$ cat config.mk
export PLATFORM = sky130hd
export DESIGN_NAME = prod_accumulator
export DESIGN_NICKNAME = d
export VERILOG_FILES = /design/src/rtl/mult_pkg.sv /design/src/rtl/acc_prefix_adder.sv /design/src/rtl/prod_accumulator.sv
export SDC_FILE = /design/constraint.sdc
export NUM_CORES = 1
export LEC_CHECK = 0
export CAP_MARGIN = 10
export CORE_MARGIN = 2
export CORE_UTILIZATION = 40
export CTS_BUF_LIST = sky130_fd_sc_hd__clkbuf_4 sky130_fd_sc_hd__clkbuf_8
export CTS_CLUSTER_SIZE = 30
export DETAILED_ROUTE_END_ITERATION = 12
export PLACE_DENSITY = 0.65
export SLEW_MARGIN = 20
export SYNTH_ARGS = -nofsm -noshare
export SYNTH_HDL_FRONTEND = slang
export SYNTH_SLANG_ARGS = --single-unit
$ cat constraint.sdc
create_clock -name clk -period 7.05 [get_ports clk]
set_clock_uncertainty 0.15 [all_clocks]
set_input_delay 2.115 -clock clk [delete_from_list [all_inputs] [get_ports clk]]
set_output_delay 2.115 -clock clk [all_outputs]
set_load 0.005 [all_outputs]
$ cat src/rtl/mult_pkg.sv
// Types and helpers shared by the multiplier datapath and its product accumulator.
// Includes the generate/propagate prefix cells that the adders reuse.
package mult_pkg;

    localparam int unsigned PROD_W_DEFAULT = 8;
    localparam int unsigned ACC_W_DEFAULT  = 12;
    localparam int unsigned TERMS_DEFAULT  = 4;

    typedef enum logic [1:0] {
        IDLE  = 2'b00,
        ACCUM = 2'b01,
        DONE  = 2'b10
    } acc_state_e;

    // Generate/propagate pair carried through the prefix tree.
    typedef struct packed {
        logic g;
        logic p;
    } gp_t;

    // GREY cell: group generate only, used where the prefix already reaches bit 0.
    function automatic logic grey_cell(input gp_t hi, input logic g_lo);
        return hi.g | (hi.p & g_lo);
    endfunction

    // BLACK cell: merges two adjacent groups into one generate/propagate pair.
    function automatic gp_t black_cell(input gp_t hi, input gp_t lo);
        gp_t r;
        r.g = hi.g | (hi.p & lo.g);
        r.p = hi.p & lo.p;
        return r;
    endfunction

endpackage

$ cat src/rtl/acc_prefix_adder.sv
// Combinational W-bit Sklansky prefix adder (carry-in 0) built from GREY/BLACK cells.
module acc_prefix_adder
    import mult_pkg::*;
#(
    parameter int unsigned W = 12
) (
    input  logic [W-1:0] a,
    input  logic [W-1:0] b,
    output logic [W-1:0] sum,
    output logic         cout
);

    localparam int unsigned LVLS = $clog2(W);

    gp_t gp [0:LVLS][0:W-1];

    always_comb begin
        sum  = '0;
        cout = 1'b0;
        for (int unsigned i = 0; i < W; i++) begin
            gp[0][i].g = a[i] & b[i];
            gp[0][i].p = a[i] ^ b[i];
        end
        // At level l every bit with bit l of its index set merges with the top of the lower half-block.
        for (int unsigned l = 0; l < LVLS; l++) begin
            for (int unsigned i = 0; i < W; i++) begin
                if (((i >> l) & 32'd1) != 32'd0) begin
                    if ((i >> (l + 1)) == 32'd0) begin
                        gp[l+1][i].g = grey_cell(gp[l][i], gp[l][((i >> l) << l) - 1].g);
                        gp[l+1][i].p = 1'b0;
                    end else begin
                        gp[l+1][i] = black_cell(gp[l][i], gp[l][((i >> l) << l) - 1]);
                    end
                end else begin
                    gp[l+1][i] = gp[l][i];
                end
            end
        end
        sum[0] = gp[0][0].p;
        for (int unsigned i = 1; i < W; i++) begin
            sum[i] = gp[0][i].p ^ gp[LVLS][i-1].g;
        end
        cout = gp[LVLS][W-1].g;
    end

endmodule

$ cat src/rtl/prod_accumulator.sv
// Accumulates groups of multiplier products into a wrapped sum with term count and
// sticky carry-out flag, with valid/ready handshakes on both sides.
module prod_accumulator
    import mult_pkg::*;
#(
    parameter int unsigned PROD_W = PROD_W_DEFAULT,
    parameter int unsigned ACC_W  = ACC_W_DEFAULT,
    parameter int unsigned TERMS  = TERMS_DEFAULT
) (
    input  logic                         clk,
    input  logic                         rst_n,
    input  logic                         in_valid,
    output logic                         in_ready,
    input  logic [PROD_W-1:0]            in_prod,
    input  logic                         in_last,
    output logic                         out_valid,
    input  logic                         out_ready,
    output logic [ACC_W-1:0]             out_acc,
    output logic [$clog2(TERMS+1)-1:0]   out_count,
    output logic                         out_ovf
);

    localparam int unsigned CNT_W = $clog2(TERMS + 1);

    acc_state_e       state_q;
    acc_state_e       state_d;
    logic [ACC_W-1:0] acc_d;
    logic [CNT_W-1:0] count_d;
    logic             ovf_d;
    logic [ACC_W-1:0] add_sum;
    logic             add_cout;
    logic [CNT_W-1:0] count_inc;
    logic             accept;

    acc_prefix_adder #(
        .W (ACC_W)
    ) u_adder (
        .a    (out_acc),
        .b    (ACC_W'(in_prod)),
        .sum  (add_sum),
        .cout (add_cout)
    );

    assign accept    = in_valid & in_ready;
    assign count_inc = out_count + CNT_W'(1);

    // Next-state and next-register values; nothing moves without an accept or a result take.
    always_comb begin
        state_d = state_q;
        acc_d   = out_acc;
        count_d = out_count;
        ovf_d   = out_ovf;
        unique case (state_q)
            IDLE: begin
                if (accept) begin
                    acc_d   = ACC_W'(in_prod);
                    count_d = CNT_W'(1);
                    ovf_d   = 1'b0;
                    state_d = (in_last || (TERMS == 1)) ? DONE : ACCUM;
                end
            end
            ACCUM: begin
                if (accept) begin
                    acc_d   = add_sum;
                    count_d = count_inc;
                    ovf_d   = out_ovf | add_cout;
                    state_d = (in_last || (count_inc == CNT_W'(TERMS))) ? DONE : ACCUM;
                end
            end
            DONE: begin
                if (out_ready) begin
                    state_d = IDLE;
                end
            end
            default: begin
                state_d = IDLE;
            end
        endcase
    end

    // Handshake flags are registered from the next state so they line up with it.
    always_ff @(posedge clk or negedge rst_n) begin
        if (!rst_n) begin
            state_q   <= IDLE;
            out_acc   <= '0;
            out_count <= '0;
            out_ovf   <= 1'b0;
            out_valid <= 1'b0;
            in_ready  <= 1'b0;
        end else begin
            state_q   <= state_d;
            out_acc   <= acc_d;
            out_count <= count_d;
            out_ovf   <= ovf_d;
            out_valid <= (state_d == DONE);
            in_ready  <= (state_d != DONE);
        end
    end

endmodule

==> results of run 1 <==
## cell type report
class,instances,area [µm²]
Inverter,8,30.03
Fill cell,270,1254
Tap cell,31,38.79
Sequential cell,20,500.5
Multi-Input combinational cell,91,645.6
Timing Repair Buffer,30,300.3
Clock buffer,4,36.28
## placed cells by master (no fill, tap or decap), drive strengths merged, types with 2 or more instances in the layout
| cell | instances |
|---|---|
| nand3 | 3 |
| a21oi | 5 |
| or3 | 2 |
| a211oi | 2 |
| o31ai | 2 |
| ha | 10 |
| clkbuf | 4 |
| nand2 | 16 |
| a22oi | 2 |
| o22ai | 5 |
| inv | 8 |
| fa | 3 |
| and3 | 2 |
| o211ai | 2 |
| xnor2 | 2 |
| o21ai | 13 |
| o211a | 2 |
| dfrtp | 20 |
| clkdlybuf4s50 | 30 |
| nor2 | 6 |
| a21o | 2 |
## cells by family after synthesis
kind of cell	count (synthesis)	synth area share
AO/OA/AOI/OAI	40	0.2235
XOR/XNOR	3	0.02204
adder cells (fa/ha/maj)	13	0.1553
buffers and inverters	12	0.03882
flip-flops	20	0.4197
multiplexers	1	0.008395
AND/OR/NAND/NOR	34	0.1322
## stage by stage
step,setup WS (ps),cells,area [µm²]
after floorplan,3009,123,1192
after global placement,2471,180,1515
after detailed placement,2416,180,1515
after CTS,2741,184,1551
after global routing,2609,184,1551
final,2738,184,1551
## final timing paths
check | start | endpoint | slack [ps]
max reg2reg | out_acc[0] | out_acc[9] | 4580
max in group asynchronous | rst_n | out_acc[4] | 4060
min reg2reg | out_count[1] | out_count[1] | 380
min in group asynchronous | rst_n | out_valid | 2140
min | out_count[1] | out_count[1] | 380
max | in_prod[0] | out_acc[9] | 2740
## critical path, delay by kind of cell
| kind | cells | cell delay [ps] |
|---|---|---|
| AO/OA/AOI/OAI | 3 | 800 |
| adder cells (fa/ha/maj) | 3 | 810 |
| buffers and inverters | 1 | 430 |
| multiplexers | 1 | 60 |
| AND/OR/NAND/NOR | 2 | 140 |
## per-layer routing
layer | vias to the layer above | track usage
met5 | - | 0
met4 | 0 | 0.04870
met3 | 5 | 0.02637
met2 | 27 | 0.2889
met1 | 476 | 0.2525
li1 | 510 | -
## power by group
| group | internal [mW] | switching [mW] |
|---|---|---|
| registers | 0.150 | 0.0394 |
| logic | 0.146 | 0.128 |
| clock network | 0.0315 | 0.0366 |
## flip-flops by register name, summed over array words and instances, names as in the netlist
signal,count
out_valid,1
state_q,2
out_count,3
out_acc,12
out_ovf,1
in_ready,1
==> out/summary.txt, run 1 <==
Status: finished with violations
Sequential fraction of the synthesis area: 0.4197
FMAX: 231.9 MHz
Largest net degree at the start of global routing: 21
Setup Crit Path Kind: in2reg
Hold slack: 377.5 ps
Count of flip-flops with a built-in enable after synthesis: 0
Crit. End Element: register
Synth Flop Type: dfrtp_1
Fin Setup TNS: 0 ps
Port buffer count: 30
WL/cell: 14.39 µm
Tot GR Track Use: 0.1789
Die boundary width: 58.60 µm
Share of cells above drive strength 1: 0.05229
Final number of max-transition violations: 0
Critical path arrival: 4360 ps
Hpwl dp: 2058 µm
Area leader, netlist: dfrtp_1
Fin util: 0.5531
Total number of clock tree sinks: 20
First-pass GRT wire length: 4719 µm
Top Layer Used: met4
Placer Congestion: 0.7951
Layout Nets: 180
Clk_lat worst skew: 310 ps
Post-CTS Hold Fix Bufs: 0
Worst-Margin Slew: 883.4 ps
CP Max Fanout: 6
Pleak: 0.7039 nW
Net Count, Synth: 149
Startpoint Class: input port
Critical path, cell by cell: clkdlybuf4s50_1 -> ha_1 -> fa_1 -> a211oi_1 -> o211a_1 -> nor2_1 -> ha_1 -> nand2_1 -> mux2i_1 -> a22o_1
Vias in the first global route: 1,024
Postcts setup bufs: 0
Die area: 3434 µm²
Remaining DRCs: 3
Starting Density: 0.4251
Power Total: 0.5316 mW
GRT overflow: 0
Initial DRC Count: 20
Clock slew at reported path FFs: 120 ps
Cts repair resizes: 0
Min cycle time layout: 4312 ps
Slew margin rel.: 0.4092
Fin. Hold Viols: 0
H-Tree Depth: 1
Critical-path top delay cell: clkdlybuf4s50_1
YS warnings: 0
Total routed wirelength: 2648 µm
Share of the synthesized area in the top cell type: 0.4197
CP most frequent cell: ha_1
CTS root buf: clkbuf_4
DR vias/cell: 5.533
Synthesized instance count: 123
Post-Syn Area: 1192 µm²
Crit-path max cell delay: 430 ps
Commonest cells post-synth: 20 x dfrtp_1, 16 x nand2_1, 13 x o21ai_0
CTS tree: built
Core area: 2805 µm²
Post-synthesis async set-or-reset flop share: 1.000
Maximum clock path buffer count: 2
Failing checks: design-rule violations
Final period util: 0.6117
Synth Register Bits: 20
Power density cells: 342.7 nW/µm²
CTS Buf Count: 3
Worst Reg-to-Reg Cells: 9
Initial antenna violation count: 0
Worst vdd ir: 0.0001570 V
Max cap viols: 0
Largest cells by area after synthesis: dfrtp_1 42%, ha_1 10%, o21ai_0 5.5%
Ports: 31
Worst Hold Class: reg2reg
M1 WL: 1225 µm
Detail Route Antenna Nets: 0
Ant. Diodes: 0
DR pass1 iterations: 8
Vias post-DR: 1,018
Syn Area/Cell: 9.694 µm²
Yosys cell types: 36
RSZ-0062 raised after global routing: no
Min-Delay Path Depth: 2
Setup violations, final: 0
Std cell rows: 19
Top-count cell post-synth: dfrtp_1
Met3 wire length: 118 µm
Routed met2 length: 1269 µm
Required @ worst endpoint: 7100 ps
Die span in y: 58.60 µm
Layout overhead on the synthesized area: 30.12%
No activity file was read; power rests on OpenSTA's default activity.
==> run 2, diff against run 1 <==
Clock period 7.05 ns to 4.2 ns, I/O delays scaled along.
==> run 2 against run 1 <==
Effect of this change: global-route usage rose by 0.23 points; critical endpoint unchanged; largest power group unchanged; via count grew 1.1%; the flow still finishes with violations (design-rule violations); critical path depth is the same; utilization down 0.22 points; flip-flop and latch count unchanged.
==> out/summary.txt, run 2 (synthesis gave the netlist of run 1 again) <==
Worst vdd ir: 0.0002890 V
Layout overhead on the synthesized area: 29.59%
Remaining DRCs: 3
Final period util: 0.8252
Vias post-DR: 1,029
CTS root buf: clkbuf_4
Most frequent cells in the layout: 30 x clkdlybuf4s50_1, 20 x dfrtp_1, 16 x nand2_1
Critical path arrival: 3510 ps
DR pass1 iterations: 8
Area taken by multi-input logic gates: 645.6 µm²
Required @ worst endpoint: 4240 ps
Clock slew at reported path FFs: 110 ps
Ant. Diodes: 0
Pleak: 0.7017 nW
Die span in y: 58.60 µm
Startpoint Class: input port
Worst Reg-to-Reg Cells: 9
Biggest register: out_acc
Power density cells: 567.2 nW/µm²
CTS Buf Count: 3
CTS tree: built
Die boundary width: 58.60 µm
Maximum clock path buffer count: 2
Postcts setup bufs: 0
Most common cell after layout, fill and taps aside: clkdlybuf4s50_1
DP Area: 1523 µm²
Detail Route Antenna Nets: 0
Minimum setup slack after placement: 438.2 ps
Max reg flops: 12
H-Tree Depth: 1
Failing checks: design-rule violations
Core area: 2805 µm²
Slew margin rel.: 0.4019
Starting Density: 0.4251
Setup violations, final: 0
Initial DRC Count: 14
Post-CTS Hold Fix Bufs: 0
Hpwl dp: 2091 µm
Fin util: 0.5508
Share of cells above drive strength 1: 0.05229
RSZ-0062 raised after global routing: no
Total routed wirelength: 2756 µm
Ports: 31
Final number of max-transition violations: 0
Min cycle time layout: 3466 ps
Fin Setup TNS: 0 ps
Crit. End Element: register
Tot GR Track Use: 0.1811
DR vias/cell: 5.592
Initial antenna violation count: 0
Total number of clock tree sinks: 20
Largest regs: out_acc x12, out_count x3, state_q x2
WL/cell: 14.98 µm
Std cell rows: 19
Largest net degree at the start of global routing: 21
Max cap viols: 0
GRT overflow: 0
Post-Layout Inst Area: 1545 µm²
Port buffer count: 30
Layout Nets: 181
Die area: 3434 µm²
First-pass GRT wire length: 4767 µm
FILL cells: 276
Worst-Margin Slew: 894.3 ps
Clk_lat worst skew: 290 ps
Fin. Hold Viols: 0
Min-Delay Path Depth: 2
Cts repair resizes: 0
Vias in the first global route: 1,046
Setup Crit Path Kind: in2reg
Worst Hold Class: reg2reg
FMAX: 288.5 MHz
Final worst slack: 734.1 ps
CP Max Fanout: 6
Sequential Area: 500.5 µm²
Placer Congestion: 0.7986
Status: finished with violations
run 2: cell count changes in the layout (fill, tap and decap cells not counted), sizes merged:
cell and delta:
buf +1, clkbuf -1
run 2: path summary, 6_finish.rpt:
check | slack [ps] | from | end
hold / removal | 370 | out_count[1] | out_count[1]
setup / recovery | 730 | in_prod[0] | out_acc[9]
max in group asynchronous | 2040 | rst_n | out_acc[2]
min in group asynchronous | 1310 | rst_n | out_ovf
hold reg to reg | 370 | out_count[1] | out_count[1]
setup reg to reg | 1730 | out_acc[0] | out_acc[9]
run 2: area by class of cell:
type | count | area share
multi-input combinational | 91 | 0.4178
sequential | 20 | 0.3239
timing repair buffer | 31 | 0.1992
tap | 31 | 0.02510
inverter | 8 | 0.01943
clock buffer | 3 | 0.01457
run 2: critical path, cell delays in order:
cell,delay [ps]
clkdlybuf4s50_1,440
ha_1,230
fa_1,400
a211oi_1,360
o211a_1,270
nor2_1,70
ha_1,190
nand2_1,60
mux2i_1,60
a22o_1,180
run 2: power by group:
group	switching (mW)	internal [mW]
registers	0.0660	0.252
logic	0.221	0.248
clock network	0.0554	0.0333
run 2: per-stage QoR:
| step | hold slack [ps] | total power, mW | std cells |
|---|---|---|---|
| after floorplan | 326.1 | 0.5853 | 123 |
| after global placement | 329.8 | 0.7754 | 181 |
| after detailed placement | 350.8 | 0.7912 | 181 |
| after CTS | 376.6 | 0.8832 | 184 |
| after global routing | 394.7 | 0.9571 | 184 |
| final | 368.3 | 0.8765 | 184 |
run 2: layer usage:
layer	vias to the layer above	wire, µm	global-route usage
met2	29	1303	0.3002
met5	-	0	0
li1	509	-	-
met1	489	1343	0.2490
met3	2	93	0.02637
met4	0	16	0.04870
